===== src/rtl/pc_unit_if.sv =====
// Program-counter unit bus bundle.
// Groups the control-side request signals and the PC/trace results of pc_unit.
//   master : control FSM / debug side (drives i_*, samples o_*)
//   slave  : pc_unit itself (samples i_*, drives o_*)
// Signals (named from pc_unit's point of view):
//   i_pc_en, i_pc_src[1:0], i_br_taken, i_br_imm[15:0], i_j_index[25:0],
//   i_reg_target[ADDR_W-1:0], i_exc_req, i_eret, i_hist_idx[HW-1:0]
//   o_pc_out, o_pc_plus4, o_epc, o_misalign, o_hist_pc, o_hist_count[HW:0]
interface pc_unit_if #(
  parameter int ADDR_W     = 32,
  parameter int HIST_DEPTH = 8
);
  localparam int HW = $clog2(HIST_DEPTH);

  logic              i_pc_en;
  logic [1:0]        i_pc_src;
  logic              i_br_taken;
  logic [15:0]       i_br_imm;
  logic [25:0]       i_j_index;
  logic [ADDR_W-1:0] i_reg_target;
  logic              i_exc_req;
  logic              i_eret;
  logic [HW-1:0]     i_hist_idx;

  logic [ADDR_W-1:0] o_pc_out;
  logic [ADDR_W-1:0] o_pc_plus4;
  logic [ADDR_W-1:0] o_epc;
  logic              o_misalign;
  logic [ADDR_W-1:0] o_hist_pc;
  logic [HW:0]       o_hist_count;

  modport master (
    output i_pc_en, i_pc_src, i_br_taken, i_br_imm, i_j_index, i_reg_target,
           i_exc_req, i_eret, i_hist_idx,
    input  o_pc_out, o_pc_plus4, o_epc, o_misalign, o_hist_pc, o_hist_count
  );

  modport slave (
    input  i_pc_en, i_pc_src, i_br_taken, i_br_imm, i_j_index, i_reg_target,
           i_exc_req, i_eret, i_hist_idx,
    output o_pc_out, o_pc_plus4, o_epc, o_misalign, o_hist_pc, o_hist_count
  );
endinterface


===== src/rtl/pc_unit.sv =====
// Program-counter unit for the multi-cycle MIPS datapath.
// Holds the PC, forms the next PC for sequential / branch / jump / jr flows,
// handles exception entry (EPC capture) and eret, rejects misaligned jr
// targets with a one-cycle pulse, and keeps a ring of recently left PCs.
// Ports:
//   i_clk  : rising-edge clock
//   i_rst  : synchronous reset, active high
//   bus    : pc_unit_if.slave (requests in, PC / EPC / trace out)
module pc_unit #(
  parameter int          ADDR_W       = 32,
  parameter int unsigned RESET_VECTOR = 240,
  parameter int unsigned EXC_VECTOR   = 384,
  parameter int          HIST_DEPTH   = 8
) (
  input  logic       i_clk,
  input  logic       i_rst,
  pc_unit_if.slave   bus
);
  localparam int HW = $clog2(HIST_DEPTH);
  localparam logic [ADDR_W-1:0] RV = ADDR_W'(RESET_VECTOR);
  localparam logic [ADDR_W-1:0] EV = ADDR_W'(EXC_VECTOR);
  localparam logic [HW:0]       FULL = (HW+1)'(HIST_DEPTH);

  logic [ADDR_W-1:0] r_pc, r_epc;
  logic              r_misalign;
  logic [ADDR_W-1:0] r_ring [HIST_DEPTH];
  logic [HW-1:0]     r_wr_ptr;
  logic [HW:0]       r_count;

  logic [ADDR_W-1:0] w_pc_plus4, w_br_off, w_jmp, w_target;
  logic [HW-1:0]     w_rd_ptr;
  logic              w_misal, w_push;

  assign w_pc_plus4 = r_pc + ADDR_W'(4);
  // Word offset, sign-extended and scaled to bytes.
  assign w_br_off   = {{(ADDR_W-18){bus.i_br_imm[15]}}, bus.i_br_imm, 2'b00};

  // With a 28-bit PC the jump index covers the whole address space.
  generate
    if (ADDR_W == 28) begin : g_jmp28
      assign w_jmp = {bus.i_j_index, 2'b00};
    end else begin : g_jmpn
      assign w_jmp = {w_pc_plus4[ADDR_W-1:28], bus.i_j_index, 2'b00};
    end
  endgenerate

  always_comb begin
    w_target = w_pc_plus4;
    case (bus.i_pc_src)
      2'd1:    w_target = bus.i_br_taken ? (w_pc_plus4 + w_br_off) : w_pc_plus4;
      2'd2:    w_target = w_jmp;
      2'd3:    w_target = bus.i_reg_target;
      default: w_target = w_pc_plus4;
    endcase
  end

  assign w_misal = (w_target[1:0] != 2'b00);
  // Exception and eret always leave the current PC; a plain update only when
  // its target is accepted.
  assign w_push  = bus.i_exc_req | bus.i_eret | (bus.i_pc_en & ~w_misal);

  always_ff @(posedge i_clk) begin
    if (i_rst) begin
      r_pc       <= RV;
      r_epc      <= '0;
      r_misalign <= 1'b0;
      r_wr_ptr   <= '0;
      r_count    <= '0;
    end else begin
      r_misalign <= 1'b0;
      if (bus.i_exc_req) begin
        r_epc <= r_pc;
        r_pc  <= EV;
      end else if (bus.i_eret) begin
        r_pc  <= r_epc + ADDR_W'(4);
      end else if (bus.i_pc_en) begin
        if (w_misal) begin
          r_misalign <= 1'b1;
          r_epc      <= w_target;
        end else begin
          r_pc       <= w_target;
        end
      end
      if (w_push) begin
        r_wr_ptr <= r_wr_ptr + HW'(1);
        if (r_count != FULL) r_count <= r_count + (HW+1)'(1);
      end
    end
  end

  // Trace storage is never cleared; entries past hist_count are stale.
  always_ff @(posedge i_clk) begin
    if (!i_rst && w_push) r_ring[r_wr_ptr] <= r_pc;
  end

  // Power-of-two depth makes the pointer arithmetic wrap for free.
  assign w_rd_ptr = r_wr_ptr - HW'(1) - bus.i_hist_idx;

  assign bus.o_pc_out     = r_pc;
  assign bus.o_pc_plus4   = w_pc_plus4;
  assign bus.o_epc        = r_epc;
  assign bus.o_misalign   = r_misalign;
  assign bus.o_hist_pc    = r_ring[w_rd_ptr];
  assign bus.o_hist_count = r_count;
endmodule


===== src/flat_wrapper.sv =====
// flat-port wrapper written by rule: the top's interface ports become plain ports
module pc_unit_flat 
#(
  parameter int          ADDR_W       = 32,
  parameter int unsigned RESET_VECTOR = 240,
  parameter int unsigned EXC_VECTOR   = 384,
  parameter int          HIST_DEPTH   = 8
)
  (i_clk, i_rst, bus_i_pc_en, bus_i_pc_src, bus_i_br_taken, bus_i_br_imm, bus_i_j_index, bus_i_reg_target, bus_i_exc_req, bus_i_eret, bus_i_hist_idx, bus_o_pc_out, bus_o_pc_plus4, bus_o_epc, bus_o_misalign, bus_o_hist_pc, bus_o_hist_count);
  pc_unit_if #(.ADDR_W(ADDR_W), .HIST_DEPTH(HIST_DEPTH)) bus_i ();
  input  logic i_clk;
  input  logic i_rst;
  input wire logic [$bits(bus_i.i_pc_en)-1:0] bus_i_pc_en;
  input wire logic [$bits(bus_i.i_pc_src)-1:0] bus_i_pc_src;
  input wire logic [$bits(bus_i.i_br_taken)-1:0] bus_i_br_taken;
  input wire logic [$bits(bus_i.i_br_imm)-1:0] bus_i_br_imm;
  input wire logic [$bits(bus_i.i_j_index)-1:0] bus_i_j_index;
  input wire logic [$bits(bus_i.i_reg_target)-1:0] bus_i_reg_target;
  input wire logic [$bits(bus_i.i_exc_req)-1:0] bus_i_exc_req;
  input wire logic [$bits(bus_i.i_eret)-1:0] bus_i_eret;
  input wire logic [$bits(bus_i.i_hist_idx)-1:0] bus_i_hist_idx;
  output wire logic [$bits(bus_i.o_pc_out)-1:0] bus_o_pc_out;
  output wire logic [$bits(bus_i.o_pc_plus4)-1:0] bus_o_pc_plus4;
  output wire logic [$bits(bus_i.o_epc)-1:0] bus_o_epc;
  output wire logic [$bits(bus_i.o_misalign)-1:0] bus_o_misalign;
  output wire logic [$bits(bus_i.o_hist_pc)-1:0] bus_o_hist_pc;
  output wire logic [$bits(bus_i.o_hist_count)-1:0] bus_o_hist_count;
  assign bus_i.i_pc_en = bus_i_pc_en;
  assign bus_i.i_pc_src = bus_i_pc_src;
  assign bus_i.i_br_taken = bus_i_br_taken;
  assign bus_i.i_br_imm = bus_i_br_imm;
  assign bus_i.i_j_index = bus_i_j_index;
  assign bus_i.i_reg_target = bus_i_reg_target;
  assign bus_i.i_exc_req = bus_i_exc_req;
  assign bus_i.i_eret = bus_i_eret;
  assign bus_i.i_hist_idx = bus_i_hist_idx;
  assign bus_o_pc_out = bus_i.o_pc_out;
  assign bus_o_pc_plus4 = bus_i.o_pc_plus4;
  assign bus_o_epc = bus_i.o_epc;
  assign bus_o_misalign = bus_i.o_misalign;
  assign bus_o_hist_pc = bus_i.o_hist_pc;
  assign bus_o_hist_count = bus_i.o_hist_count;
  pc_unit #(.ADDR_W(ADDR_W), .RESET_VECTOR(RESET_VECTOR), .EXC_VECTOR(EXC_VECTOR), .HIST_DEPTH(HIST_DEPTH)) u_core (.i_clk(i_clk), .i_rst(i_rst), .bus(bus_i));
endmodule

===== config.mk =====
export PLATFORM = sky130hd
export DESIGN_NAME = pc_unit_flat
export DESIGN_NICKNAME = d
export VERILOG_FILES = /design/src/rtl/pc_unit_if.sv /design/src/rtl/pc_unit.sv /design/src/flat_wrapper.sv
export SDC_FILE = /design/constraint.sdc
export NUM_CORES = 1
export LEC_CHECK = 0
export CAP_MARGIN = 20
export CELL_PAD_IN_SITES_DETAIL_PLACEMENT = 2
export CELL_PAD_IN_SITES_GLOBAL_PLACEMENT = 2
export CORE_MARGIN = 2
export CORE_UTILIZATION = 25
export DETAILED_ROUTE_END_ITERATION = 10
export PLACE_DENSITY = 0.59
export SETUP_SLACK_MARGIN = 0.5
export SLEW_MARGIN = 20
export SYNTH_ARGS = -nofsm -noshare
export SYNTH_HDL_FRONTEND = slang
export SYNTH_SLANG_ARGS = --single-unit
export TNS_END_PERCENT = 100

===== constraint.sdc =====
create_clock -name i_clk -period 8 [get_ports i_clk]
set_clock_uncertainty 0.2 [all_clocks]
set_input_delay 1.6 -clock i_clk [delete_from_list [all_inputs] [get_ports i_clk]]
set_output_delay 1.6 -clock i_clk [all_outputs]
set_load 0.03 [all_outputs]

**After elaboration in Yosys (flattened, before gate mapping)**

Memory sizes are Yosys's and may differ from the RTL's.
Index checks and enable logic that the tools add are counted.

- Register bits after elaboration: 72
- Bits in latches: 0
- Bits in writable memories: 256
- Memory bits (read-only): 0
- Bits of input ports: 85
- Output and inout port bits: 133
- Logic and storage cells: 52
- Memories: 1

Memories:

| memory | words | width | rd ports | clocked after Yosys merged registers in | write ports | line | text |
|---|---|---|---|---|---|---|---|
| u_core.r_ring | 8 | 32 | 1 | 0 | 1 | pc_unit.sv:26 | `logic [ADDR_W-1:0] r_ring [HIST_DEPTH];` |

- Add/subtract/negate cells: 7
- Multiply operators: 0
- Div/mod/pow operators: 0
- Magnitude comparators: 0
- Equal/unequal tests: 7
- Shift operators: 0
- Muxes and demuxes: 13
- Bitwise gates (word level): 5
- Reductions and logical operators: 13

Operator list:

| operator | number |
|---|---|
| $mux W32 | 8 |
| $pmux W32 S3 | 1 |
| $add A32 B3 Y32 const B | 2 |
| $add A32 B32 Y32 | 1 |
| $mux W9 | 1 |
| $reduce_bool A2 Y1 | 4 |
| $reduce_and A2 Y1 | 3 |
| $add A4 B1 Y4 const B | 1 |
| $eq A2 B2 Y1 const B | 2 |
| $ne A2 B2 Y1 const B | 2 |
| $ne A4 B4 Y1 const B | 1 |
| $reduce_or A4 Y1 | 1 |
| $add A3 B1 Y3 const B | 1 |
| $mux W1 | 3 |
| $ne A3 B3 Y1 const B | 1 |
| $reduce_and A3 Y1 | 1 |
| $reduce_bool A3 Y1 | 1 |
| $sub A3 B1 Y3 const B | 1 |
| $sub A3 B3 Y3 | 1 |
| $eq A2 B1 Y1 const B | 1 |
| $not A1 Y1 | 2 |
| $or A1 B1 Y1 | 2 |
| $reduce_or A2 Y1 | 1 |
| $and A1 B1 Y1 | 1 |
| other kinds (2) | 2 |

**Longest topological paths before layout**

Gate-level depths: netlist (run 1).

- Depth after elaboration: 11
- Depth in mapped cells: 18
- Mapped depth without buffers: 16

**Worst setup path before layout (run 1)**

Ideal clock, no wire load.

- Path type: input -> register
- From: in bus_i_pc_src[1]
- To: mem u_core.r_ring[0][0] (enable)
- Setup time: 0.502 ns
- Arrival time: 5.983 ns
- Required time: 7.298 ns
- Path slack: 1.315 ns
- Stages: 6
- Path buffers: 1
- Cells stage by stage: clkbuf_1 -> o31ai_1 -> a21oi_1 -> nand2_1 -> nand2b_1 -> nor4_1

- Word-level cells in the longest chain between the ends: 9
- Elaborated cells between the ends (all ways): 11
- Those cells by class: eq/ne (3); mux (3); bitwise (3); reduce/logical (2)

RTL lines:

| element | line | text |
|---|---|---|
| start: declaration | flat_wrapper.sv:14 | `input wire logic [$bits(bus_i.i_pc_src)-1:0] bus_i_pc_src;` |
| $eq A2 B2 Y1 / $eq A2 B1 Y1 (equally long branches) | pc_unit.sv:49 | `case (bus.i_pc_src)` |
| $pmux W32 S3 (*) | pc_unit.sv:49 |  |
| $reduce_bool A2 Y1 (*) | pc_unit.sv:57 | `assign w_misal = (w_target[1:0] != 2'b00);` |
| $not A1 Y1 (*) | pc_unit.sv:60 | `assign w_push = bus.i_exc_req \| bus.i_eret \| (bus.i_pc_en & ~w_misal);` |
| $and A1 B1 Y1 (*) | pc_unit.sv:60 |  |
| $or A1 B1 Y1 (*) | pc_unit.sv:60 |  |
| $logic_and A1 B1 Y1 (*) | pc_unit.sv:93 | `if (!i_rst && w_push) r_ring[r_wr_ptr] <= r_pc;` |
| $mux W1 (*) | pc_unit.sv:93 |  |
| $mux W1 (not written as such) (*) | pc_unit.sv:93 |  |
| end: declaration | pc_unit.sv:26 |  |

Every way passes the cells marked *; elsewhere a longest branch is shown, timed or not.

**Worst setup path in the final report (run 1)**

- From: in bus_i_hist_idx[0]
- To: out bus_o_hist_pc[15]

- Word-level cells in the longest chain between the ends: 2

RTL lines:

| element | line | text |
|---|---|---|
| start: declaration | flat_wrapper.sv:21 | `input wire logic [$bits(bus_i.i_hist_idx)-1:0] bus_i_hist_idx;` |
| $sub A3 B3 Y3 | pc_unit.sv:97 | `assign w_rd_ptr = r_wr_ptr - HW'(1) - bus.i_hist_idx;` |
| $mem_v2 Z8 W32 | - |  |
| end: declaration | flat_wrapper.sv:26 | `output wire logic [$bits(bus_i.o_hist_pc)-1:0] bus_o_hist_pc;` |

Every way passes these cells.

==> results of run 1 <==
## metal layers
layer  part of all wire, %  up-vias  global-route usage, %
met1                    46     6122                   23.8
met2                    48      291                   28.7
met5                     0        -                      0
met4                   2.1        0                   4.31
li1                      -     5476                      -
met3                   4.0       75                   2.04
## kinds of logic (layout without fill, tap and decap cells)
logic type | after synthesis | after routing
mux | 125 | 125
simple gates | 344 | 344
flops | 328 | 328
compound gates | 291 | 291
other cells | 0 | 1
fa+ha+maj | 41 | 41
buf+inv | 110 | 352
xor+xnor | 79 | 79
## cell usage in the layout (no fill, tap or decap), types with 37 or more instances in the layout
master / n
nor2_1: 91
ha_1: 38
edfxtp_1: 256
o21ai_0: 42
clkdlybuf4s50_1: 213
nand3_1: 39
mux4_2: 64
dfxtp_1: 72
xnor2_1: 45
nand2_1: 115
clkbuf_16: 37
a21oi_1: 88
## sequential cells by signal (all words and copies together), names as in the netlist
name,cells
u_core.r_ring,256
u_core.bus.o_epc,32
u_core.bus.o_pc_out,32
u_core.bus.o_hist_count,4
u_core.r_wr_ptr,3
u_core.bus.o_misalign,1
## power by group through the flow
stage	clock, W	combinational [W]	sequential [W]
after floorplan	0	0.000526	0.00198
after global placement	0	0.000883	0.00197
after detailed placement	0	0.000901	0.00197
after CTS	0.00178	0.000905	0.00194
after global routing	0.00184	0.000953	0.00194
final	0.00173	0.000886	0.00194
## stage by stage
step                      instance area [um2]  setup WS (ns)  power [W]
final                                   21000           1.32    0.00455
after CTS                               21000           1.24    0.00462
after floorplan                         16500           1.32    0.00251
after detailed placement                19800           1.25    0.00288
after global routing                    21000           1.09    0.00474
after global placement                  19800           1.34    0.00285
## worst paths after layout
check / startpoint / end / slack [ns] / depth (start not counted)
max: bus_i_hist_idx[0] / bus_o_hist_pc[15] / 1.32 / 11
min: u_core.bus.o_hist_count[1]$_SDFFE_PP0P_ / u_core.bus.o_hist_count[1]$_SDFFE_PP0P_ / 0.32 / 2
max reg2reg: u_core.bus.o_pc_out[2]$_SDFFE_PP0P_ / u_core.bus.o_epc[31]$_SDFFE_PP0P_ / 2.75 / 15
min reg2reg: u_core.bus.o_hist_count[1]$_SDFFE_PP0P_ / u_core.bus.o_hist_count[1]$_SDFFE_PP0P_ / 0.32 / 2
## tightest hold or removal path, delay by kind of cell, from the launching register on
family          cells  cell delay (ns)
compound gates      1             0.05
flops               1             0.35
simple gates        1             0.07
## area by class of cell
type	count	area, um2
well taps	864	1080
fillers	6832	44500
multi-input cells	880	7010
clock buffers	41	941
repair buffers	250	2410
flip-flops and latches	328	9130
clock inverters	24	279
inverters	37	139
diodes	1	2.50
==> reports/qor.csv, run 1 <==
stage,metric,value,unit
status,status,"finished, final reports clean",
worst_setup_path,critPathTopFamily,buffers and inverters,
power_and_ir_drop,power.share.switching,27.3,%
grt,grt_pass1_vias,13000,
placement,place_inst,2359,
clock_network,cts.sinks,328,
sta,final-setup-viol-count,0,
power_and_ir_drop,power.density,217,nW/um2
worst_setup_path,cp_cell_sequence,clkdlybuf4s50_1 -> inv_1 -> ha_4 -> inv_1 -> fa_1 -> xor2_1 -> xnor2_2 -> buf_4 -> mux4_2 -> mux2_2 -> clkdlybuf4s50_1,
yosys,syn_area_per_cell,12.5,um2
cells_and_area,utilization,32.0,%
floorplanning,fp.dieW,261,um
floorplanning,core_area,65500,um2
clock_network,cts_max_path_buffers,3,
yosys,syn_area,16500,um2
clock_network,cts_tree,yes,
flow_run,maxCapViolations,0,
sta,worstMarginPinSlew,0.882,ns
min_path,hold_class,reg2reg,
drt,firstDrtPassIters,5,
worst_setup_path,cp-start-kind,input port,
drt,post_drt_wl_per_cell,24.3,um
sta,finalCritPeriodShare,83.5,%
clock_network,h-tree-depth,2,
sta,grt_setup_unrepaired,no,
sta,period_needed,6.68,ns
grt,antenna_found_initial,0,
sta,hold_viol,0,
sta,report.final.slew_viol_count,0,
sta,fmax,150,MHz
floorplanning,die_y,261,um
yosys,synth_compound_area_share,11.9,%
power_and_ir_drop,seqPwrFrac,42.5,%
grt,overflow,0,
clock_network,clockRootBuffer,clkbuf_16,
placement,gp_congestion,0.798,
yosys,synth-seq-area-share,55.3,%
grt,grtUsageTotal,17.2,%
yosys,synth.distinct_cells,83,
cells_and_area,syn_to_final_growth,27.1,%
clock_network,numCtsBuffers,36,
placement,dpl.hpwl,41600,um
power_and_ir_drop,p_switching,0.00124,W
sta,relSlewSlack,40.7,%
yosys,yosys.cell_count.top_type,edfxtp_1,
worst_setup_path,slowest_delay,0.60,ns
power_and_ir_drop,intPower,0.00331,W
clock_network,clk_pin_slew_worst_paths,0.06,ns
worst_setup_path,crit_buf_inv,5,
sta,holdWs,0.322,ns
worst_setup_path,crit_type,in2out,
drt,drc,0,
worst_setup_path,worstPathMaxFanout,42,
sta,finalSetupTns,0,ns
yosys,synth_nets,1444,
grt,grt_pass1_wl,87100,um
yosys,muxShareOfSynthArea,12.7,%
clock_network,hold_buffers,0,
drt,vias,12000,
yosys,synth_area_leaders,"edfxtp_1 (47%), dfxtp_1 (8.7%), mux4_2 (8.7%)",
yosys,synth_top_family_by_area,multiplexers,
worst_setup_path,cp.arrival,4.88,ns
yosys,synthXorXnorAreaFrac,4.24,%
drt,postRouteAntennaNets,0,
placement,port_buffers,217,
yosys,synth_commonest_cells,"edfxtp_1 (256), nand2_1 (115), nor2_1 (97)",
worst_setup_path,slowest_stage,clkdlybuf4s50_1,
cells_and_area,stdcell_count,2425,
power_and_ir_drop,peakVddDrop,0.000120,V
cells_and_area,fin_nets,1659,
clock_network,ctsResizeCount,0,
power_and_ir_drop,combinationalPowerShare,19.5,%
drt,via_per_inst,4.93,
yosys,yosys_warnings,0,
drt,wirelength,58900,um
drt,drt-initial-drc-count,640,
floorplanning,num_rows,94,
cells_and_area,drive_gt1_share,14.7,%
yosys,synth_ff_type,edfxtp_1,
yosys,synth_edf_count,256,
yosys,ys_ff_latch,328,
worst_setup_path,worstPathRequired,6.20,ns
yosys,synth_top_area_cell,edfxtp_1,
yosys,yosys.area.top_type_share,46.6,%
clock_network,post_cts_buffers,0,
yosys,synth_fa_ha_area_share,3.20,%
yosys,yosys.area_share.simple,9.96,%
power_and_ir_drop,cellLeakagePower,7.37,nW
clock_network,insertion_delay,0.53,ns
worst_setup_path,crit_path_end_kind,primary output,
grt,grt_max_degree,54,
floorplanning,die_area,68100,um2
yosys,async_reset_ff_share,0,%
floorplanning,initial_core_util,25.2,%
yosys,synthCells,1318,
floorplanning,io_pins,218,
power_and_ir_drop,clock_power_share,38.0,%
Note: power is estimated with default switching activity, not from simulation.
==> inputs of run 2 (changes only) <==
--- a/config.mk
+++ b/config.mk
@@ -11,7 +11,7 @@
 export CORE_MARGIN = 2
 export CORE_UTILIZATION = 25
 export DETAILED_ROUTE_END_ITERATION = 10
-export PLACE_DENSITY = 0.59
+export PLACE_DENSITY = 0.61
 export SETUP_SLACK_MARGIN = 0.5
 export SLEW_MARGIN = 20
 export SYNTH_ARGS = -nofsm -noshare
==> constraint.sdc (replaced) <==
create_clock -name i_clk -period 5.74 [get_ports i_clk]
set_clock_uncertainty 0.2 [all_clocks]
set_input_delay 1.148 -clock i_clk [delete_from_list [all_inputs] [get_ports i_clk]]
set_output_delay 1.148 -clock i_clk [all_outputs]
set_load 0.03 [all_outputs]
==> run 2 against run 1 <==
Sequential power grew 38%; setup slack lost 0.77 ns; sequential share of layout area shrank 0.78 points; via count grew 1.2%; total power grew 38%; cell count grew 1.6%; critical endpoint is now bus_o_hist_pc[12]; largest cell class unchanged; largest power group unchanged.
==> reports/qor.csv, run 2 (synthesis results as in run 1) <==
stage,metric,value,unit
status,status,"finished, final reports clean",
clock_network,hold_buffers,0,
sta,period_needed,5.19,ns
sta,relSlewSlack,21.9,%
drt,firstDrtPassIters,5,
sta,fmax,193,MHz
worst_setup_path,slowest_stage,clkdlybuf4s50_1,
power_and_ir_drop,clock_power_share,35.6,%
power_and_ir_drop,combinationalPowerShare,21.8,%
floorplanning,io_pins,218,
worst_setup_path,slowest_delay,0.41,ns
sta,worstMarginPinSlew,1.17,ns
cells_and_area,multi_input_area,7030,um2
cells_and_area,fillers,6906,
grt,antenna_found_initial,2,
clock_network,h-tree-depth,2,
power_and_ir_drop,p_switching,0.00179,W
worst_setup_path,cp.arrival,3.84,ns
grt,grtUsageTotal,17.4,%
drt,wirelength,60500,um
cells_and_area,syn_to_final_growth,29.5,%
worst_setup_path,reg2reg_depth,15,
power_and_ir_drop,power.share.switching,28.4,%
power_and_ir_drop,cellLeakagePower,7.64,nW
worst_setup_path,cp_cell_sequence,clkdlybuf4s50_1 -> inv_2 -> ha_4 -> inv_1 -> fa_2 -> xor2_2 -> xnor2_4 -> buf_6 -> clkbuf_16 -> mux4_2 -> mux2_4 -> buf_4,
grt,grt_pass1_wl,88600,um
floorplanning,initial_core_util,25.2,%
worst_setup_path,cp-start-kind,input port,
grt,overflow,0,
clock_network,cts.sinks,328,
sta,grt_setup_unrepaired,yes,
drt,post_drt_wl_per_cell,24.6,um
power_and_ir_drop,seqPwrFrac,42.6,%
clock_network,numCtsBuffers,36,
sta,hold_viol,0,
cells_and_area,largest_reg_flops,256,
min_path,worst_hold_path.num_cells,2,
grt,grt_max_degree,54,
clock_network,clockRootBuffer,clkbuf_16,
min_path,hold_class,reg2reg,
floorplanning,die_area,68100,um2
cells_and_area,max_flop_register,u_core.r_ring,
worst_setup_path,crit_type,in2out,
sta,finalCritPeriodShare,90.4,%
sta,report.final.slew_viol_count,0,
drt,drc,0,
floorplanning,fp.dieW,261,um
placement,port_buffers,217,
power_and_ir_drop,power,0.00629,W
flow_run,maxCapViolations,0,
clock_network,cts_max_path_buffers,3,
floorplanning,core_area,65500,um2
drt,via_per_inst,4.92,
placement,gp_congestion,0.788,
cells_and_area,fin_nets,1696,
grt,grt_pass1_vias,13400,
floorplanning,num_rows,94,
worst_setup_path,worstPathMaxFanout,6,
placement,dpl.hpwl,42500,um
cells_and_area,final_common_cell,edfxtp_1,
clock_network,cts_tree,yes,
clock_network,clk_pin_slew_worst_paths,0.06,ns
clock_network,insertion_delay,0.52,ns
power_and_ir_drop,intPower,0.00450,W
floorplanning,die_y,261,um
worst_setup_path,worstPathRequired,4.39,ns
sta,finalSetupTns,0,ns
drt,vias,12100,
cells_and_area,regArea,9130,um2
drt,drt-initial-drc-count,643,
cells_and_area,drive_gt1_share,18.7,%
worst_setup_path,crit_path_end_kind,primary output,
power_and_ir_drop,power.density,294,nW/um2
cells_and_area,mostFrequentLayoutCells,"edfxtp_1 (256), clkdlybuf4s50_1 (181), nand2_1 (115)",
sta,final-setup-viol-count,0,
drt,postRouteAntennaNets,0,
power_and_ir_drop,peakVddDrop,0.000149,V
[run 2: cell types whose count changed in the layout (fill, tap and decap cells not counted), sizes merged]
cell	change
buf	+58
clkinvlp	+2
clkbuf	+8
inv	+1
bufinv	-4
dlygate4sd2	+4
clkdlybuf4s50	-32
diode	+1
clkdlybuf4s15	+1
clkinv	-1
[run 2: final cells by class]
cell class | count | area share [%]
Multi-Input combinational cell | 880 | 32.9
Inverter | 37 | 0.650
Tap cell | 864 | 5.06
Clock buffer | 43 | 4.34
Clock inverter | 22 | 0.913
Timing Repair Buffer | 287 | 13.4
Sequential cell | 328 | 42.7
Antenna cell | 2 | 0.0234
[run 2: stage by stage]
stage                     utilization, %  cell area (um2)  hold slack, ns  setup slack [ns]  cells
after floorplan                        -            16500           0.277             0.856   1318
after global placement              30.6            20000           0.317            -0.127   2387
after detailed placement            30.6            20000           0.312            -0.218   2387
after CTS                           32.4            21200           0.321             0.404   2455
after global routing                32.6            21400           0.365             0.469   2461
final                               32.6            21400           0.316             0.548   2463
[run 2: path summary, 6_finish.rpt]
| check | endpoint | slack (ns) | start |
|---|---|---|---|
| hold / removal | u_core.bus.o_hist_count[1]$_SDFFE_PP0P_ | 0.32 | u_core.bus.o_hist_count[1]$_SDFFE_PP0P_ |
| setup / recovery | bus_o_hist_pc[12] | 0.55 | bus_i_hist_idx[0] |
| setup reg to reg | u_core.bus.o_epc[31]$_SDFFE_PP0P_ | 0.95 | u_core.bus.o_pc_out[6]$_SDFFE_PP1P_ |
| hold reg to reg | u_core.bus.o_hist_count[1]$_SDFFE_PP0P_ | 0.32 | u_core.bus.o_hist_count[1]$_SDFFE_PP0P_ |
[run 2: power groups by stage]
stage	clock network [W]	logic (W)	registers (W)
final	0.00224	0.00137	0.00268
after global routing	0.00239	0.00147	0.00269
after CTS	0.00232	0.00134	0.00268
after detailed placement	0	0.00133	0.00273
after global placement	0	0.00130	0.00272
after floorplan	0	0.000735	0.00276
[run 2: critical path, delay by kind of cell]
kind | cells | cell delay (ns)
adder cells (fa/ha/maj) | 2 | 0.47
buffers and inverters | 6 | 1.09
multiplexers | 2 | 0.58
XOR/XNOR | 2 | 0.52
[run 2: per-layer routing]
layer	up-vias	share of wire, %	GRT usage [%]
met4	0	1.9	4.01
met1	6234	46	23.6
met2	261	48	29.8
met5	-	0	0
li1	5552	-	-
met3	65	3.8	2.20
[run 2: timing repair]
item	in CTS	in global routing
resized for setup	13	12
pin swaps	1	2
setup endpoints to repair	32	24
gates cloned	0	5
buffers inserted	3	1
==> inputs of run 3 (changes only) <==
--- a/config.mk
+++ b/config.mk
@@ -11,7 +11,8 @@
 export CORE_MARGIN = 2
 export CORE_UTILIZATION = 25
 export DETAILED_ROUTE_END_ITERATION = 10
-export PLACE_DENSITY = 0.61
+export GPL_ROUTABILITY_DRIVEN = 0
+export PLACE_DENSITY = 0.6
 export SETUP_SLACK_MARGIN = 0.5
 export SLEW_MARGIN = 20
 export SYNTH_ARGS = -nofsm -noshare
==> run 3 against run 2 <==
Core utilization is 0.15 points higher; register-to-register slack hardly changed; final area is 0.45% higher; wire length is 0.24% lower.
==> reports/qor.csv, run 3 (synthesis results as in run 1) <==
stage,metric,value,unit
worst_setup_path,r2r-end,u_core.bus.o_epc[31]$_SDFFE_PP0P_,
floorplanning,die_area,68100,um2
drt,vias,12200,
sta,fmax,194,MHz
power_and_ir_drop,peakVddDrop,0.000161,V
sta,relSlewSlack,38.5,%
power_and_ir_drop,power.share.switching,28.0,%
status,status,"finished, final reports clean",
power_and_ir_drop,power.density,300,nW/um2
drt,drc,0,
cells_and_area,stdcell_count,2465,
floorplanning,io_pins,218,
cells_and_area,final_common_cell,edfxtp_1,
drt,firstDrtPassIters,5,
worst_setup_path,crit_path_end_kind,primary output,
drt,postRouteAntennaNets,0,
sta,hold_viol,0,
min_path,hold_start,u_core.bus.o_hist_count[1]$_SDFFE_PP0P_,
power_and_ir_drop,intPower,0.00464,W
flow_run,maxCapViolations,0,
clock_network,cts.sinks,328,
cells_and_area,fillers,6853,
clock_network,insertion_delay,0.54,ns
cells_and_area,regArea,9130,um2
grt,grtUsageTotal,17.6,%
drt,via_per_inst,4.95,
worst_setup_path,worstPathMaxFanout,8,
grt,grt_pass1_vias,13500,
min_path,hold_class,reg2reg,
cells_and_area,fin_nets,1699,
worst_setup_path,timing.rr.start,u_core.bus.o_pc_out[5]$_SDFFE_PP1P_,
floorplanning,core_area,65500,um2
clock_network,clockRootBuffer,clkbuf_16,
cells_and_area,largest_reg_flops,256,
power_and_ir_drop,seqPwrFrac,41.6,%
sta,period_needed,5.16,ns
drt,post_drt_wl_per_cell,24.5,um
sta,report.final.slew_viol_count,0,
drt,wirelength,60400,um
power_and_ir_drop,clock_power_share,37.1,%
placement,place_inst,2389,
worst_setup_path,worstPathRequired,4.39,ns
floorplanning,num_rows,94,
clock_network,numCtsBuffers,38,
placement,dpl.hpwl,43000,um
sta,finalSetupTns,0,ns
grt,overflow,0,
grt,grt_pass1_wl,89600,um
sta,worstMarginPinSlew,0.922,ns
placement,port_buffers,217,
cells_and_area,drive_gt1_share,18.8,%
clock_network,h-tree-depth,2,
min_path,worst_hold_path.num_cells,2,
min_path,holdPathEnd,u_core.bus.o_hist_count[1]$_SDFFE_PP0P_,
clock_network,cts_max_path_buffers,3,
clock_network,cts_tree,yes,
grt,antenna_found_initial,1,
worst_setup_path,crit_type,in2out,
floorplanning,fp.dieW,261,um
floorplanning,die_y,261,um
sta,final-setup-viol-count,0,
power_and_ir_drop,combinationalPowerShare,21.3,%
sta,finalCritPeriodShare,89.8,%
cells_and_area,max_flop_register,u_core.r_ring,
drt,drt-initial-drc-count,612,
worst_setup_path,reg2reg_depth,15,
grt,grt_max_degree,54,
worst_setup_path,cp.arrival,3.81,ns
worst_setup_path,reg2reg_slack,0.96,ns
floorplanning,initial_core_util,25.2,%
power_and_ir_drop,cellLeakagePower,7.70,nW
power_and_ir_drop,p_switching,0.00181,W
clock_network,clk_pin_slew_worst_paths,0.06,ns
cells_and_area,multi_input_area,7020,um2
worst_setup_path,cp-start-kind,input port,
cells_and_area,syn_to_final_growth,30.0,%
cells_and_area,mostFrequentLayoutCells,"edfxtp_1 (256), clkdlybuf4s50_1 (182), nand2_1 (115)",
sta,grt_setup_unrepaired,no,
-- run 3: cell count changes in the layout (fill, tap and decap cells not counted), moves of 2 or more --
cell,before,now
clkbuf_1,7,5
buf_6,2,6
buf_4,75,77
clkbuf_2,2,0
clkinvlp_4,4,2
clkinv_1,4,8
dlygate4sd2_1,4,1
clkinv_2,8,5
-- run 3: area by class of cell --
type                       count  area share [%]
multi-input combinational    880            32.7
tap                          864            5.04
inverter                      37           0.647
antenna                        1          0.0117
clock inverter                22            1.00
sequential                   328            42.5
timing repair buffer         288            13.4
clock buffer                  45            4.70
-- run 3: metrics by stage --
stage               setup WS (ns)  hold WS [ns]  utilization [%]  power (W)  cell area, um2
CTS                         0.503         0.327             32.7    0.00655           21500
global route                0.498         0.359             32.8    0.00670           21500
global placement            0.330         0.306             30.6    0.00403           20000
detailed placement          0.149         0.320             30.6    0.00406           20000
finish                      0.584         0.319             32.8    0.00645           21500
floorplan                   0.856         0.277                -    0.00349           16500
-- run 3: worst max-delay path, stage by stage --
cell           delay [ns]
dlygate4sd2_1        0.25
inv_2                0.08
ha_4                 0.12
inv_1                0.05
fa_2                 0.40
xor2_2               0.20
xnor2_2              0.22
buf_6                0.16
buf_6                0.12
bufbuf_16            0.28
mux4_2               0.29
mux2_2               0.31
buf_4                0.18
-- run 3: power groups by stage --
stage          sequential [W]  clock (W)  combinational, W
6_report              0.00268    0.00239           0.00137
5_1_grt               0.00269    0.00254           0.00147
4_1_cts               0.00268    0.00247           0.00140
3_5_place_dp          0.00273          0           0.00133
3_3_place_gp          0.00273          0           0.00130
2_1_floorplan         0.00276          0          0.000735
-- run 3: what timing repair did --
item,in CTS,in global routing
setup buffers,4,0
gates cloned,4,0
pin swaps,3,1
gates resized for setup,17,3
hold buffers,0,0
setup endpoints to repair,32,11
-- run 3: layer usage --
| layer | global-route usage (%) | vias up | share of wire, % |
|---|---|---|---|
| met1 | 23.2 | 6274 | 45 |
| met5 | 0 | - | 0.017 |
| met3 | 3.01 | 75 | 4.5 |
| met4 | 4.25 | 2 | 2.2 |
| met2 | 30.2 | 276 | 48 |
| li1 | - | 5565 | - |
-- run 3: worst max-delay path by stage --
stage                            startpoint                             to  slack, ns
after CTS                 bus_i_hist_idx[0]               bus_o_hist_pc[0]       0.50
after global routing      bus_i_hist_idx[0]              bus_o_hist_pc[18]       0.50
after detailed placement  bus_i_hist_idx[0]              bus_o_hist_pc[17]       0.15
after global placement    bus_i_hist_idx[0]              bus_o_hist_pc[17]       0.33
final                     bus_i_hist_idx[0]              bus_o_hist_pc[19]       0.58
after floorplan             bus_i_pc_src[1]  u_core.r_ring[0][0]$_DFFE_PP_       0.86
